**src/rtl/x2z_block_sequencer.sv**
```systemverilog
// Stages one ROWS x COLS sample block row by row and issues each row to the
// x2zArray as COLS contiguous cycles, then waits for the array's valid pulses.
module x2z_block_sequencer #(
   parameter int DATA_WIDTH    = 8,
   parameter int ROWS          = 8,
   parameter int COLS          = 8,
   parameter int OUT_PER_BLOCK = 64,
   parameter int DRAIN_TIMEOUT = 256,
   localparam int RW = (ROWS > 1) ? $clog2(ROWS) : 1
) (
   input  logic                  clk,
   input  logic                  rst,
   input  logic                  start,
   output logic                  busy,
   output logic                  done,
   output logic                  timeout_err,
   input  logic [DATA_WIDTH-1:0] in_data,
   input  logic                  in_valid,
   output logic                  in_ready,
   output logic [DATA_WIDTH-1:0] arr_x,
   output logic                  arr_sum_diff_sel,
   output logic                  arr_load,
   output logic [RW-1:0]         arr_coef_row,
   input  logic                  arr_valid
);

   localparam int CW = (COLS > 1) ? $clog2(COLS) : 1;
   localparam int TW = (DRAIN_TIMEOUT > 1) ? $clog2(DRAIN_TIMEOUT) : 1;
   localparam int OW = $clog2(OUT_PER_BLOCK + 1);

   localparam logic [CW-1:0] COL_LAST = CW'(COLS - 1);
   localparam logic [RW-1:0] ROW_LAST = RW'(ROWS - 1);
   localparam logic [TW-1:0] T_LAST   = TW'(DRAIN_TIMEOUT - 1);
   localparam logic [OW-1:0] OUT_FULL = OW'(OUT_PER_BLOCK);

   typedef enum logic [2:0] {
      S_IDLE,
      S_FILL,
      S_ISSUE,
      S_DRAIN,
      S_DONE
   } state_t;

   state_t                state_q, state_d;
   logic [RW-1:0]         row_cnt_q, row_cnt_d;
   logic [CW-1:0]         col_cnt_q, col_cnt_d;
   logic [OW-1:0]         out_cnt_q, out_cnt_d;
   logic [TW-1:0]         timer_q, timer_d;
   logic                  timeout_err_q, timeout_err_d;
   logic [DATA_WIDTH-1:0] row_buf_q [COLS];
   logic [DATA_WIDTH-1:0] row_buf_d [COLS];

   always_comb begin
      state_d          = state_q;
      row_cnt_d        = row_cnt_q;
      col_cnt_d        = col_cnt_q;
      out_cnt_d        = out_cnt_q;
      timer_d          = timer_q;
      timeout_err_d    = timeout_err_q;
      row_buf_d        = row_buf_q;
      busy             = (state_q != S_IDLE);
      done             = (state_q == S_DONE);
      in_ready         = (state_q == S_FILL);
      arr_x            = '0;
      arr_sum_diff_sel = 1'b0;
      arr_load         = 1'b0;
      arr_coef_row     = row_cnt_q;

      // Pulses that arrive while rows are still being issued count too.
      if (state_q != S_IDLE && arr_valid && out_cnt_q != OUT_FULL)
         out_cnt_d = out_cnt_q + 1'b1;

      case (state_q)
         S_IDLE: begin
            if (start) begin
               state_d       = S_FILL;
               row_cnt_d     = '0;
               col_cnt_d     = '0;
               out_cnt_d     = '0;
               timeout_err_d = 1'b0;
            end
         end
         S_FILL: begin
            if (in_valid) begin
               row_buf_d[col_cnt_q] = in_data;
               if (col_cnt_q == COL_LAST) begin
                  col_cnt_d = '0;
                  state_d   = S_ISSUE;
               end else begin
                  col_cnt_d = col_cnt_q + 1'b1;
               end
            end
         end
         S_ISSUE: begin
            arr_x            = row_buf_q[col_cnt_q];
            arr_sum_diff_sel = col_cnt_q[0];
            arr_load         = (col_cnt_q <= CW'(1));
            if (col_cnt_q == COL_LAST) begin
               col_cnt_d = '0;
               if (row_cnt_q == ROW_LAST) begin
                  state_d = S_DRAIN;
                  timer_d = '0;
               end else begin
                  row_cnt_d = row_cnt_q + 1'b1;
                  state_d   = S_FILL;
               end
            end else begin
               col_cnt_d = col_cnt_q + 1'b1;
            end
         end
         S_DRAIN: begin
            timer_d = timer_q + 1'b1;
            // A count reached on the last allowed cycle beats the timeout.
            if (out_cnt_d == OUT_FULL) begin
               state_d = S_DONE;
            end else if (timer_q == T_LAST) begin
               state_d       = S_DONE;
               timeout_err_d = 1'b1;
            end
         end
         S_DONE: begin
            state_d = S_IDLE;
         end
         default: begin
            state_d = S_IDLE;
         end
      endcase
   end

   assign timeout_err = timeout_err_q;

   always_ff @(posedge clk) begin
      if (rst) begin
         state_q       <= S_IDLE;
         row_cnt_q     <= '0;
         col_cnt_q     <= '0;
         out_cnt_q     <= '0;
         timer_q       <= '0;
         timeout_err_q <= 1'b0;
      end else begin
         state_q       <= state_d;
         row_cnt_q     <= row_cnt_d;
         col_cnt_q     <= col_cnt_d;
         out_cnt_q     <= out_cnt_d;
         timer_q       <= timer_d;
         timeout_err_q <= timeout_err_d;
      end
   end

   for (genvar gi = 0; gi < COLS; gi++) begin : g_row_buf
      always_ff @(posedge clk) begin
         if (rst) row_buf_q[gi] <= '0;
         else     row_buf_q[gi] <= row_buf_d[gi];
      end
   end

endmodule

```
**config.mk**
```make
export PLATFORM = sky130hd
export DESIGN_NAME = x2z_block_sequencer
export DESIGN_NICKNAME = d
export VERILOG_FILES = /design/src/rtl/x2z_block_sequencer.sv
export SDC_FILE = /design/constraint.sdc
export NUM_CORES = 1
export LEC_CHECK = 0
export ABC_AREA = 0
export BUFFER_PORTS_ARGS = -buffer_cell sky130_fd_sc_hd__clkbuf_2
export CORE_UTILIZATION = 45
export CTS_BUF_LIST = sky130_fd_sc_hd__clkbuf_4
export CTS_CLUSTER_DIAMETER = 40
export DETAILED_ROUTE_END_ITERATION = 10
export GPL_TIMING_DRIVEN = 0
export SLEW_MARGIN = 20
export SYNTH_ARGS = -nofsm -noshare
export SYNTH_HDL_FRONTEND = slang
export SYNTH_SLANG_ARGS = --single-unit
export TNS_END_PERCENT = 1
```
**constraint.sdc**
```tcl
create_clock -name clk -period 3.1 [get_ports clk]
set_input_delay 0.155 -clock clk [delete_from_list [all_inputs] [get_ports clk]]
set_output_delay 0.155 -clock clk [all_outputs]
set_load 0.02 [all_outputs]
```
* Yosys cells after proc, flatten, opt, wreduce, memory -nomap -nowiden *
Cells that the tools add are included.
W data, S select, Z words.

word-level totals
  register bits after elaboration = 89
  word-level logic and storage cells = 89
  output and inout port bits = 17
  input bits = 13

operators by class
  bitwise operators = 1
  add/sub/neg operators = 4
  mux-type cells = 34
  $lt $le $gt $ge = 3
  equality and inequality tests = 18
  reduce and logical (&&, ||, !) cells = 15

operators by type and width
  operator               count
  $bwmux W64             1
  $mux W8                6
  $mux W3                11
  $bmux W8 S3            1
  $demux W8 S3           1
  $mux W7                3
  $pmux W8 S2            1
  $ne A2 B2 Y1 const B   7
  $pmux W3 S4            1
  $eq A3 B3 Y1 const B   3
  $pmux W3 S3            1
  $add A8 B1 Y8 const B  1
  $eq A8 B8 Y1 const B   1
  $reduce_and A4 Y1      2
  $add A7 B1 Y7 const B  1
  $eq A7 B7 Y1 const B   1
  $ne A7 B7 Y1 const B   1
  $add A3 B1 Y3 const B  2
  $eq A3 B2 Y1 const B   2
  $pmux W3 S2            1
  $reduce_and A3 Y1      2
  $reduce_bool A2 Y1     3
  $reduce_bool A3 Y1     2
  $mux W1                5
  13 further kinds       15

* Depth between registers and ports, before layout *
Gate-level depths: netlist of run 1.

  word-level depth = 7
  gate-level depth with buffers = 8

* Least setup slack after synthesis of run 1 *
No wires, ideal clock.

  path type = register to register
  start point = reg out_cnt_q[0]
  end point = reg state_q[1]
  setup time = 117 ps
  data required time = 2983 ps
  period minus slack after synthesis = 2089 ps
  path slack = 1011 ps
  cell stages (with the launch flop) = 9
  buffers on the path = 0
  arrival time = 1971 ps
  cells stage by stage = dfxtp_1 inv_1 ha_1 and2_1 a31oi_2 nor4b_2 o2111ai_2 a22o_1 a32o_1

between the ends
  cells in the longest elaborated chain, start to end = 6
  elaborated cells between the ends (all ways) = 9
  those cells by class = add/sub (1); eq/ne (3); mux (3); reduce/logical (2)

ends and longest elaborated chain
  element                                                            RTL line  text
  from (decl)                                                        47        logic [OW-1:0] out_cnt_q, out_cnt_d;
  from (signal assigned)                                             144       out_cnt_q <= out_cnt_d;
  branches (longest 2 deep; another with $add A7 B1 Y7)              n/a
  $mux W7 (*)                                                        70        if (state_q != S_IDLE && arr_valid && out_cnt_q != OUT_FULL)
  $eq A7 B7 Y1 (*)                                                   114       if (out_cnt_d == OUT_FULL) begin
  $ne A3 B3 Y1 (no line) / $mux W3 (equally long branches)           n/a
  $reduce_and A5 Y1 (no line) / $pmux W3 S4 (equally long branches)  n/a
  to (signal assigned)                                               141       state_q <= state_d;
  to (decl)                                                          44        state_t state_q, state_d;

Mark *: on every way between the ends.
A chain may end at the register's enable or synchronous reset.

* Worst setup path in the final report of run 1 *
  start point = reg col_cnt_q[2]
  end point = out arr_x[2]

between the ends
  cells in the longest elaborated chain, start to end = 5

ends and longest elaborated chain
  element                                      RTL line  text
  from (decl)                                  46        logic [CW-1:0] col_cnt_q, col_cnt_d;
  from (signal assigned)                       143       col_cnt_q <= col_cnt_d;
  $not A3 Y4 (not written as such)             95        arr_x = row_buf_q[col_cnt_q];
  $bmux W8 S3                                  95
  $mux W8 (not written as such) (2 in series)  95
  $mux W8                                      73        case (state_q)
  to (decl)                                    20        output logic [DATA_WIDTH-1:0] arr_x,

Every way passes these cells. The select of a mux whose other input is x is not followed.

==> out/summary.txt, run 1 <==
RSZ-0062 raised after global routing = no
Max Fclk = 360 MHz
Die width = 99.6 µm
Leading area contributor after synthesis = dfxtp_1
Initial antenna violation count = 0
CTS tree = built
Most common cell after layout, fill and taps aside = nor2_1
H-tree levels = 3
Cell row count = 35
Crit path kind = register to output port
Worst R2R Path Depth = 5
Worst hold-check path type = input port to register
Min-delay src = in_data[6]
Mapped Area = 4290 µm²
Layout cell share with drive strength beyond 1 = 12.7%
Multi-input logic area = 2340 µm²
Worst skew pair latency = 0.43 ns
Vias in the first global route = 3242
Arrival @ worst endpoint = 2.63 ns
Sinks on Clock Net = 89
Vias per cell = 5.42
Final setup vio count = 0
Worst Skew = 0.0177 ns
FF+latch count, synth = 89
Gr usage total = 21.9%
Routed len/inst = 16.3 µm
Slew @ Worst Pin = 0.791 ns
Hold path cells = 3
Fin util = 50.7%
Final hold viol count = 0
Synth top area share = 41.6%
Detailed Place HPWL = 6890 µm
CP max-delay cell = buf_1
Core Region = 9240 µm²
Status = finished clean
Max clock buf depth = 2
Final worst path period need = 2.78 ns
Root buf cell = clkbuf_4
Total wire length = 10200 µm
Seq. cell area = 1780 µm²
Register area share after synthesis = 41.6%
DR pass1 iterations = 4
Post-Syn Instances = 459
Largest net degree at the start of global routing = 16
RePlAce Congestion = 0.855
Worst flop-to-flop path startpoint = col_cnt_q[0]
CP required = 2.94 ns
Nets@finish = 510
Final Cycle Share = 89.7%
Syn Nets = 479
DRT iter0 DRCs = 127
CTS clock-pin slew for the worst setup and hold paths = 0.15 ns
PD cells = 436 nW/µm²
Number of distinct library cells after synthesis = 47
Die area = 9920 µm²
Startpoint Class = register
Commonest cells after routing, fill and taps aside = nor2_1, dfxtp_1, mux2i_1, clkbuf_1, nand2_1
Asr flop ratio synth = 0%
Worst setup path start = col_cnt_q[2]
Detail Route Antenna Nets = 0
Ys flop type = dfxtp_1
Reg-to-reg endpoint = row_buf_q[32]
Critical Path End Type = output port
Crit path largest cell delay = 0.55 ns
Yosys synthesis warning count = 0
Max-cap violations = 0
TritonCTS Buffers = 9
Lkg Pwr = 1.87 nW
Min-Delay Endpoint = row_buf_q[14]
Top-level I/O count = 30
GR Overflow Total = 0
Slew Viols, Final = 0
VDD IR max = 0.223 mV
Critical-path maximum fanout = 10
Synth Area per Inst = 9.34 µm²
Fillers = 902
Max-Slew Margin vs Limit = 47.3%
DRC Markers = 0
Reg2Reg Setup Slack = 0.69 ns
Post-synth EDFFs = 0
# diodes = 0
Vias = 3382
Final setup TNS = 0 ns
Starting Density = 46.4%
Die height = 99.6 µm
# port buffers = 20
Synth area leaders = dfxtp_1, mux2i_1, nor2_1
Global-route wire length before repair = 16600 µm
Worst-path cell chain = clkbuf_1 -> buf_1 -> mux4_2 -> mux2i_1 -> nor2_1 -> clkbuf_2
Area grow syn2layout = 9.31%
## cells by family after synthesis
logic type | after synthesis | synth area share, %
AO/OA/AOI/OAI | 41 | 6.74
AND/OR/NAND/NOR | 179 | 19.5
buffers and inverters | 40 | 3.79
flip-flops | 89 | 41.6
XOR/XNOR | 13 | 2.66
multiplexers | 90 | 23.8
adder cells (fa/ha/maj) | 7 | 2.04
## what timing repair did
| action | in CTS | in global routing |
|---|---|---|
| setup buffers | 0 | 0 |
| resized for setup | 0 | 2 |
| hold buffers | 0 | 0 |
| endpoints found under the setup margin | 0 | 3 |
## routing by layer
layer	GRT usage, %	part of all wire, %	vias up	routed length (µm)
li1	-	-	1649	-
met2	37.6	48	81	4910
met1	27.9	46	1642	4730
met5	0	0	-	0
met3	4.92	4.3	10	434
met4	5.77	1.2	0	118
## synth_stat cells, types with 6 or more instances
master / number
nor2_1: 106
dfxtp_1: 89
mux2i_1: 77
clkbuf_1: 26
nand2_1: 23
a21oi_1: 16
mux4_2: 9
xnor2_1: 8
ha_1: 7
inv_1: 6
nand3_1: 6
nand3b_1: 6
nand4_1: 6
## how the worst max path moves through the flow
stage / endpoint / slack (ns) / cells after the start
after floorplan: state_q[1] / 1.01 / 8
after global placement: arr_x[3] / 0.62 / 6
after detailed placement: arr_x[3] / 0.59 / 6
after CTS: arr_x[3] / 0.11 / 6
after global routing: arr_x[4] / 0.11 / 6
final: arr_x[2] / 0.32 / 6
## stage by stage
| stage | power [W] | setup WS [ns] | instances | hold WS [ns] | area [µm²] |
|---|---|---|---|---|---|
| finish | 0.00204 | 0.319 | 624 | 0.119 | 4690 |
| global route | 0.00213 | 0.109 | 624 | 0.110 | 4690 |
| CTS | 0.00206 | 0.114 | 624 | 0.103 | 4690 |
| detailed placement | 0.00141 | 0.594 | 608 | 0.459 | 4550 |
| global placement | 0.00140 | 0.621 | 608 | 0.451 | 4550 |
| floorplan | 0.00135 | 1.01 | 459 | 0.454 | 4290 |
## state kept, by name, indices dropped and copies added (netlist names)
| signal | cells |
|---|---|
| arr_coef_row | 3 |
| col_cnt_q | 3 |
| out_cnt_q | 7 |
| row_buf_q | 64 |
| state_q | 3 |
| timeout_err | 1 |
| timer_q | 8 |
## power breakdown
group / switching, W / leakage [nW] / internal [W]
logic: 0.000140 / 1.08 / 0.0000720
clock network: 0.000412 / 0.0741 / 0.000247
registers: 0.0000129 / 0.718 / 0.00116
## critical path, delay by kind of cell (launching register included)
| family | cells | cell delay, ns |
|---|---|---|
| multiplexers | 2 | 0.54 |
| flip-flops | 1 | 0.38 |
| buffers and inverters | 3 | 1.22 |
| AND/OR/NAND/NOR | 1 | 0.06 |
## area by class of cell
cell class              count  share of cell area (%)
repair buffers             20                    2.14
flip-flops and latches     89                    38.0
clock buffers               9                    1.44
clock inverters             7                    1.47
plain buffers              34                    3.02
inverters                   6                   0.481
multi-input cells         330                    50.0
well taps                 129                    3.44
No activity file was read; power rests on OpenSTA's default activity.
==> run 2: changes to the inputs <==
--- a/config.mk
+++ b/config.mk
@@ -5,7 +5,7 @@
 export SDC_FILE = /design/constraint.sdc
 export NUM_CORES = 1
 export LEC_CHECK = 0
-export ABC_AREA = 0
+export ABC_AREA = 1
 export BUFFER_PORTS_ARGS = -buffer_cell sky130_fd_sc_hd__clkbuf_2
 export CORE_UTILIZATION = 45
 export CTS_BUF_LIST = sky130_fd_sc_hd__clkbuf_4
==> run 2 against run 1 <==
Compared with the run above:
- core utilization is 0.73 points higher
- first-iteration DRC count is 94% higher
- non-clock buffer count is 12 lower
- maximum frequency is 9.7% higher
- flip-flop and latch count stayed put
- critical path depth is 1 higher
- global-route usage is 2.6 points higher
==> out/summary.txt, run 2 <==
CTS tree = built
Vias per cell = 5.41
Final setup TNS = 0 ns
Min-delay src = rst
Area grow syn2layout = 8.62%
Synth top area share = 42.3%
Worst Skew = 0.0153 ns
Logic pwr share = 31.4%
Max-Slew Margin vs Limit = 59.9%
Clk pwr share = 22.2%
Final Cycle Share = 81.8%
Max FFs per register = 64
Gr usage total = 24.5%
Top-level I/O count = 30
Post-CTS Repair Setup Buffers = 0
Crit path kind = register to output port
Critical-path maximum fanout = 8
Syn Nets = 594
Flop pwr share = 46.4%
Final worst path period need = 2.54 ns
Final setup vio count = 0
Worst Path Buf+Inv = 3
Fillers = 917
# port buffers = 20
Mapped Area = 4210 µm²
Startpoint Class = register
# diodes = 0
CP max-delay cell = dfxtp_1
Worst setup margin = 0.564 ns
Max clock buf depth = 2
RSZ-0062 raised after global routing = no
Worst R2R Path Depth = 9
Number of distinct library cells after synthesis = 40
Post-Syn Instances = 574
Design Power = 0.00290 W
Detailed Place HPWL = 8060 µm
Most flops, register = row_buf_q
Hold_buf cts = 0
Worst flop-to-flop path startpoint = col_cnt_q[1]
Crit. path cell count = 7
Status = finished clean
Asr flop ratio synth = 0%
Most numerous cell in the Yosys netlist = nor2_1
Switching Fraction = 39.2%
GR Overflow Total = 0
Reg-to-reg endpoint = timer_q[7]
Layout cell share with drive strength beyond 1 = 12.6%
Starting Density = 47.4%
Die width = 98.7 µm
Fin util = 51.4%
Worst skew pair latency = 0.45 ns
Core Region = 8890 µm²
Yosys synthesis warning count = 0
Ys flop type = dfxtp_1
Total wire length = 11300 µm
DRC Markers = 0
Reg2Reg Setup Slack = 1.32 ns
Root buf cell = clkbuf_4
Synth Area per Inst = 7.34 µm²
Worst-path cell chain = inv_1 -> nand3_1 -> inv_1 -> a22o_1 -> a221oi_1 -> a21oi_1 -> clkbuf_2
FF+latch count, synth = 89
Final hold viol count = 0
Die height = 98.7 µm
DRT iter0 DRCs = 246
Worst slack at placement = 1.06 ns
Most common cell after layout, fill and taps aside = nor2_1
P_int = 0.00176 W
Max Fclk = 394 MHz
Family with the most delay on the worst path = compound AO/OA/AOI/OAI gates
RePlAce Congestion = 0.821
Most frequent cell on the critical path = inv_1
Max-cap violations = 0
Vias in the first global route = 3650
DR pass1 iterations = 5
Routed len/inst = 15.8 µm
PD cells = 634 nW/µm²
Leading area contributor after synthesis = dfxtp_1
Register area share after synthesis = 42.3%
CTS resizes = 0
Initial antenna violation count = 0
Largest net degree at the start of global routing = 14
CTS clock-pin slew for the worst setup and hold paths = 0.13 ns
Critical Path End Type = output port
Commonest cells after routing, fill and taps aside = nor2_1, dfxtp_1, o21ai_0, nand2_1, inv_1
Cell row count = 34
Hold path cells = 2
VDD IR max = 0.236 mV
Arrival @ worst endpoint = 2.38 ns
TritonCTS Buffers = 9
Slew @ Worst Pin = 0.601 ns
Nets@finish = 625
Die area = 9750 µm²
H-tree levels = 3
Post-synth EDFFs = 0
Sinks on Clock Net = 89
Lkg Pwr = 1.95 nW
Detail Route Antenna Nets = 0
Slew Viols, Final = 0
Synth area leaders = dfxtp_1, nor2_1, o21ai_0
Global-route wire length before repair = 18400 µm
Crit path largest cell delay = 0.46 ns
Vias = 3877
CP required = 2.94 ns
Min-Delay Endpoint = arr_coef_row[1]
Worst hold-check path type = input port to register
Largest regs = row_buf_q: 64 flops, timer_q: 8 flops, out_cnt_q: 7 flops
Post-synth top cells = nor2_1, dfxtp_1, o21ai_0
Switching pwr = 0.00114 W
[run 2: how the worst max path moves through the flow]
stage	startpoint	end	slack, ns
2_1_floorplan	arr_coef_row[1]	timer_q[7]	1.46
3_3_place_gp	col_cnt_q[0]	arr_x[4]	1.07
3_5_place_dp	col_cnt_q[2]	arr_x[2]	1.06
4_1_cts	col_cnt_q[2]	arr_x[2]	0.56
5_1_grt	col_cnt_q[2]	arr_x[3]	0.40
6_report	col_cnt_q[0]	arr_x[4]	0.56
[run 2: cell families (layout without fill, tap and decap cells)]
kind of cell	count (synthesis)	in the layout	share of synthesized area [%]
simple gates	245	245	26.7
fa+ha+maj	7	7	2.08
xor+xnor	3	3	0.624
flops	89	89	42.3
buf+inv	87	122	8.02
compound gates	143	143	20.3
[run 2: area by class of cell]
class | instances | area (µm²) | area share, %
flip-flops and latches | 89 | 1780 | 38.9
clock buffers | 11 | 82.6 | 1.81
well taps | 108 | 135 | 2.95
plain buffers | 22 | 90.1 | 1.97
clock inverters | 4 | 45.0 | 0.985
repair buffers | 20 | 100 | 2.19
multi-input cells | 398 | 2090 | 45.7
inverters | 65 | 248 | 5.42
[run 2: power groups by stage]
stage / sequential [W] / combinational (W) / clock [W]
floorplan: 0.00136 / 0.000674 / 0
global placement: 0.00137 / 0.000892 / 0
detailed placement: 0.00137 / 0.000907 / 0
CTS: 0.00134 / 0.000911 / 0.000653
global route: 0.00136 / 0.00102 / 0.000706
finish: 0.00135 / 0.000911 / 0.000645
[run 2: through the flow]
stage	std cells	instance area, µm²	hold slack (ns)
finish	717	4570	0.110
global route	717	4570	0.124
CTS	717	4570	0.116
detailed placement	702	4450	0.440
global placement	702	4450	0.437
floorplan	574	4210	0.424
[run 2: per-layer routing]
| metal | vias to the layer above | global-route usage, % | wire length (µm) |
|---|---|---|---|
| met4 | 0 | 11.3 | 302 |
| met5 | - | 0 | 0 |
| met1 | 1789 | 32.6 | 5310 |
| li1 | 1955 | - | - |
| met2 | 113 | 39.4 | 5190 |
| met3 | 20 | 3.62 | 517 |
